<file path="src/rtl/wb_ctrl_regs.sv">
// wb_ctrl_regs: Wishbone classic control/status register block
// with IRQ pending/enable and a sequenced core reset.
module wb_ctrl_regs #(
  parameter int          NREGS     = 4,
  parameter logic [31:0] ADDR_BASE = 32'h3000_0000,
  parameter int          WAIT      = 0,
  parameter int          RST_HOLD  = 16,
  parameter int          IRQ_W     = 3
) (
  input  logic             clk,
  input  logic             rst_n,
  input  logic             wbs_cyc_i,
  input  logic             wbs_stb_i,
  input  logic             wbs_we_i,
  input  logic [3:0]       wbs_sel_i,
  input  logic [31:0]      wbs_adr_i,
  input  logic [31:0]      wbs_dat_i,
  output logic             wbs_ack_o,
  output logic [31:0]      wbs_dat_o,
  input  logic [31:0]      status_i,
  input  logic [IRQ_W-1:0] irq_src_i,
  output logic [31:0]      ctrl_o,
  output logic             core_rst_n_o,
  output logic [IRQ_W-1:0] irq_o
);

  localparam int NS = (NREGS > 4) ? NREGS - 4 : 1;

  typedef enum logic [1:0] {
    S_HOLD,
    S_COUNT,
    S_RUN
  } seq_e;

  logic             sel_w;
  logic [3:0]       off_w;
  logic             unused_adr;
  logic             wr_w;
  logic [1:0]       wcnt_q, wcnt_d;
  logic             ack_q, ack_d;
  logic [31:0]      dat_q, rdata;
  logic [31:0]      ctrl_q, ctrl_d;
  logic [IRQ_W-1:0] pend_q, pend_d;
  logic [IRQ_W-1:0] en_q, en_d;
  logic [IRQ_W-1:0] prev_q, clr_w;
  logic [31:0]      scr_q [NS];
  seq_e             seq_q;
  logic [7:0]       cnt_q;
  logic             core_rst_q;

  function automatic logic [31:0] merge(
    input logic [31:0] o,
    input logic [31:0] n,
    input logic [3:0]  s
  );
    logic [31:0] r;
    for (int b = 0; b < 4; b++)
      r[8*b +: 8] = s[b] ? n[8*b +: 8] : o[8*b +: 8];
    return r;
  endfunction

  assign sel_w = wbs_cyc_i & wbs_stb_i &
                 (wbs_adr_i[31:6] == ADDR_BASE[31:6]);
  assign off_w = wbs_adr_i[5:2];
  assign unused_adr = ^wbs_adr_i[1:0];

  // The cycle after an ack never counts toward a new access.
  always_comb begin
    wcnt_d = '0;
    ack_d  = 1'b0;
    if (sel_w && !ack_q) begin
      if (wcnt_q == 2'(WAIT)) ack_d = 1'b1;
      else wcnt_d = wcnt_q + 2'd1;
    end
  end

  assign wr_w = ack_d & wbs_we_i;

  always_comb begin
    ctrl_d = ctrl_q;
    en_d   = en_q;
    clr_w  = '0;
    if (wr_w && off_w == 4'd0)
      ctrl_d = merge(ctrl_q, wbs_dat_i, wbs_sel_i);
    if (wr_w && off_w == 4'd3 && wbs_sel_i[0])
      en_d = wbs_dat_i[IRQ_W-1:0];
    if (wr_w && off_w == 4'd2 && wbs_sel_i[0])
      clr_w = wbs_dat_i[IRQ_W-1:0];
    pend_d = (pend_q & ~clr_w) | (irq_src_i & ~prev_q);
  end

  always_comb begin
    rdata = '0;
    case (off_w)
      4'd0:    rdata = ctrl_q;
      4'd1:    rdata = status_i;
      4'd2:    rdata = 32'(pend_q);
      4'd3:    rdata = 32'(en_q);
      default: begin
        for (int i = 0; i < NS; i++)
          if (off_w == 4'(i + 4) && (i + 4) < NREGS)
            rdata = scr_q[i];
      end
    endcase
  end

  always_ff @(posedge clk or negedge rst_n) begin
    if (!rst_n) begin
      wcnt_q <= '0;
      ack_q  <= 1'b0;
      dat_q  <= '0;
      ctrl_q <= '0;
      en_q   <= '0;
      pend_q <= '0;
      prev_q <= '0;
    end else begin
      wcnt_q <= wcnt_d;
      ack_q  <= ack_d;
      dat_q  <= ack_d ? rdata : '0;
      ctrl_q <= ctrl_d;
      en_q   <= en_d;
      pend_q <= pend_d;
      prev_q <= irq_src_i;
    end
  end

  always_ff @(posedge clk or negedge rst_n) begin
    if (!rst_n) begin
      for (int i = 0; i < NS; i++) scr_q[i] <= '0;
    end else begin
      for (int i = 0; i < NS; i++)
        if (wr_w && off_w == 4'(i + 4) && (i + 4) < NREGS)
          scr_q[i] <= merge(scr_q[i], wbs_dat_i, wbs_sel_i);
    end
  end

  // Clearing CTRL[0] always wins and drops the core back into reset.
  always_ff @(posedge clk or negedge rst_n) begin
    if (!rst_n) begin
      seq_q      <= S_HOLD;
      cnt_q      <= '0;
      core_rst_q <= 1'b0;
    end else if (!ctrl_q[0]) begin
      seq_q      <= S_HOLD;
      cnt_q      <= '0;
      core_rst_q <= 1'b0;
    end else begin
      case (seq_q)
        S_HOLD: begin
          seq_q <= S_COUNT;
          cnt_q <= '0;
        end
        S_COUNT: begin
          if (cnt_q == 8'(RST_HOLD - 1)) begin
            seq_q      <= S_RUN;
            core_rst_q <= 1'b1;
          end else begin
            cnt_q <= cnt_q + 8'd1;
          end
        end
        S_RUN:   core_rst_q <= 1'b1;
        default: seq_q <= S_HOLD;
      endcase
    end
  end

  assign wbs_ack_o    = ack_q;
  assign wbs_dat_o    = dat_q;
  assign ctrl_o       = ctrl_q;
  assign core_rst_n_o = core_rst_q;
  assign irq_o        = pend_q & en_q;

endmodule

</file>
<file path="config.mk">
export PLATFORM = sky130hd
export DESIGN_NAME = wb_ctrl_regs
export DESIGN_NICKNAME = d
export VERILOG_FILES = /design/src/rtl/wb_ctrl_regs.sv
export SDC_FILE = /design/constraint.sdc
export NUM_CORES = 1
export LEC_CHECK = 0
export ABC_CLOCK_PERIOD_IN_PS = 3000
export CORE_ASPECT_RATIO = 0.6
export CORE_UTILIZATION = 46
export CTS_BUF_LIST = sky130_fd_sc_hd__clkbuf_8
export CTS_CLUSTER_SIZE = 10
export DETAILED_ROUTE_END_ITERATION = 8
export PLACE_DENSITY = 0.89
export SYNTH_ARGS = -nofsm -noshare
export SYNTH_HDL_FRONTEND = slang
export SYNTH_SLANG_ARGS = --single-unit
</file>
<file path="constraint.sdc">
create_clock -name clk -period 3 [get_ports clk]
set_input_delay 0.45 -clock clk [delete_from_list [all_inputs] [get_ports clk]]
set_output_delay 0.45 -clock clk [all_outputs]
set_load 0.02 [all_outputs]
</file>
==> reports/qor.yml <==
dp_hpwl_mm: 7.82
cp_max_fo: 8
status: "finished, final reports clean"
dp_cells: 581
ys_warn_count: 0
worstPathCellList: "clkdlybuf4s50_1 > nor4_4 > and4_1 > mux2_1"
cts_buffers: 9
critical_path.slowest_cell: "nor4_4"
cts-resized-gates: 0
maxCapViolations: 0
grt_usage_pct: 24.1
crit_arrival_ps: 2550
start_util_pct: 48.2
cts_tree: "done"
grt_pass1_wl_mm: 16.0
antennaDiodeCount: 0
cts_setup_buffers: 0
nNetsFinal: 595
critPathMaxStageDelay_ps: 650
synth_cell_types: 42
drt_iter0_drc: 156
io_pins: 177
clk_latency_ps: 360
synth_edf_count: 0
grt_start_max_net_pins: 88
whs_ps: 267
antenna_found_initial: 0
max-slew-margin-rel_pct: 29.1
syn_area_um2: 3860
synth.area.top_cells: "dfrtp_1 56%, mux2_4 9.3%, a22oi_1 6.8%, nor2_1 3.4%, mux2_1 3.2%"
p_per_area_nw_per_um2: 380
rr_worst_depth: 5
grt_setup_unrepaired: "no"
tightestPinTransition_ps: 1060
overflow: 0
ys_seq_area_share_pct: 56.5
cts.reportedPaths.clkPinSlew_ps: 90
fillers: 560
htreeDepth: 3
synth_top_cell_area_share_pct: 56.5
place_congestion: 0.917
cts_max_path_buffers: 2
total_power_uw: 2270
tns_ps: 0
synthTopCellsByCount: "87 x dfrtp_1, 35 x a22oi_1, 35 x nor2_1"
hold_viol: 0
first_pass_iters: 6
synth_most_common_cell: "dfrtp_1"
ys.flop_type: "dfrtp_1"
fin_area_um2: 5980
drc_errors: 0
die_x_um: 120
dieArea_um2: 8760
die_h_um: 72.9
clock.fmax_ghz: 0.431
ant_nets: 0
power.leakage_uw: 0.00255
crit_path_start_kind: "input pin"
routed_wl_mm: 10.4
hold_path_class: "input pin to asynchronous set/reset pin"
layout.cells.non_filler: 596
port_buffers: 174
ys_seq_elements: 87
setup_viol: 0
grt_pass1_vias: 3236
required_ps: 3230
critical_path_class: "input pin to flip-flop"
yosys.area.top_type: "dfrtp_1"
slew_violations: 0
finClkSkew_ps: 20.0
dr_total_vias: 3245
via_per_inst: 5.44
routedWlPerCell_um: 17.4
synthArstFlopShare_pct: 100
syn_inst: 301
row_count: 25
fin_crit_sh_pct: 77.3
place_area_um2: 5760
cts.sinks: 87
areaGrowthSynthToFinish_pct: 55.0
ctsRootBufferMaster: "clkbuf_8"
crit_path_end_kind: "flip-flop"
irDropWorstVdd_uv: 189
post-route-min-period_ps: 2320
fp.coreArea_um2: 8010
syn_nets: 412
drive_above_1_share_pct: 13.5
synth.avg_cell_area_um2: 12.8
cts_hold_buf: 0
kinds of logic (layout without fill, tap and decap cells):
family | count (synthesis) | in the layout | share of synthesized area (%)
flip-flops | 87 | 87 | 56.5
XOR/XNOR | 3 | 3 | 0.682
AND/OR/NAND/NOR | 93 | 93 | 16.5
buffers and inverters | 19 | 206 | 1.88
AO/OA/AOI/OAI | 60 | 60 | 10.7
multiplexers | 36 | 36 | 12.8
adder cells (fa/ha/maj) | 3 | 3 | 0.973
report_power, final:
group / switching (uW) / internal, uW / total [uW] / leakage [uW]
Sequential: 0.539 / 1170 / 1170 / 0.00119
Clock: 422 / 472 / 894 / 0.000108
Combinational: 69.8 / 132 / 202 / 0.00125
worst paths after layout:
kind,startpoint,to,slack [ps]
max in group asynchronous,rst_n,cnt_q[4]$_DFFE_PN0P_,2020
min,rst_n,prev_q[0]$_DFF_PN0_,270
min reg2reg,prev_q[0]$_DFF_PN0_,pend_q[0]$_DFF_PN0_,420
max,wbs_adr_i[3],ctrl_o[4]$_DFFE_PN0P_,680
max reg2reg,wcnt_q[1]$_DFF_PN0_,ctrl_o[4]$_DFFE_PN0P_,930
min in group clk,prev_q[0]$_DFF_PN0_,pend_q[0]$_DFF_PN0_,420
layout by cell type, fill, tap and decap left out, types with 9 or more instances in the layout:
master,n
a22oi_1,35
clkbuf_8,9
nor2_1,35
clkdlybuf4s50_1,173
dfrtp_1,87
mux2_4,24
mux2_1,11
buf_4,10
flip-flops by register name, indices dropped and copies added (netlist names), 2 cells and up:
register / cells
wbs_dat_o: 32
seq_q: 2
ctrl_o: 32
prev_q: 3
wcnt_q: 2
pend_q: 3
en_q: 3
cnt_q: 8
metrics by stage:
step,setup WS [ps],util [%]
3_3_place_gp,366,72.0
6_report,680,74.7
2_1_floorplan,1010,-
5_1_grt,591,74.7
3_5_place_dp,333,72.0
4_1_cts,721,74.7
critical path, delay by kind of cell:
| family | cells | cell delay [ps] |
|---|---|---|
| mux | 1 | 370 |
| simple gates | 2 | 1220 |
| buf+inv | 1 | 510 |
routing by layer:
metal	part of all wire (%)	GRT usage, %	vias up	routed length [um]
met5	0	0	-	0
met4	1.3	7.50	0	131
met3	7.3	5.70	10	760
met2	49	41.0	158	5030
met1	43	30.9	1602	4430
li1	-	-	1475	-
cell type report:
type | instances | area (um^2) | area share (%)
clock inverters | 6 | 92.6 | 1.55
inverters | 8 | 30.0 | 0.502
well taps | 108 | 135 | 2.26
flip-flops and latches | 87 | 2180 | 36.4
multi-input cells | 195 | 1610 | 27.0
clock buffers | 9 | 124 | 2.07
repair buffers | 183 | 1810 | 30.2
(Power assumes the default switching activity.)
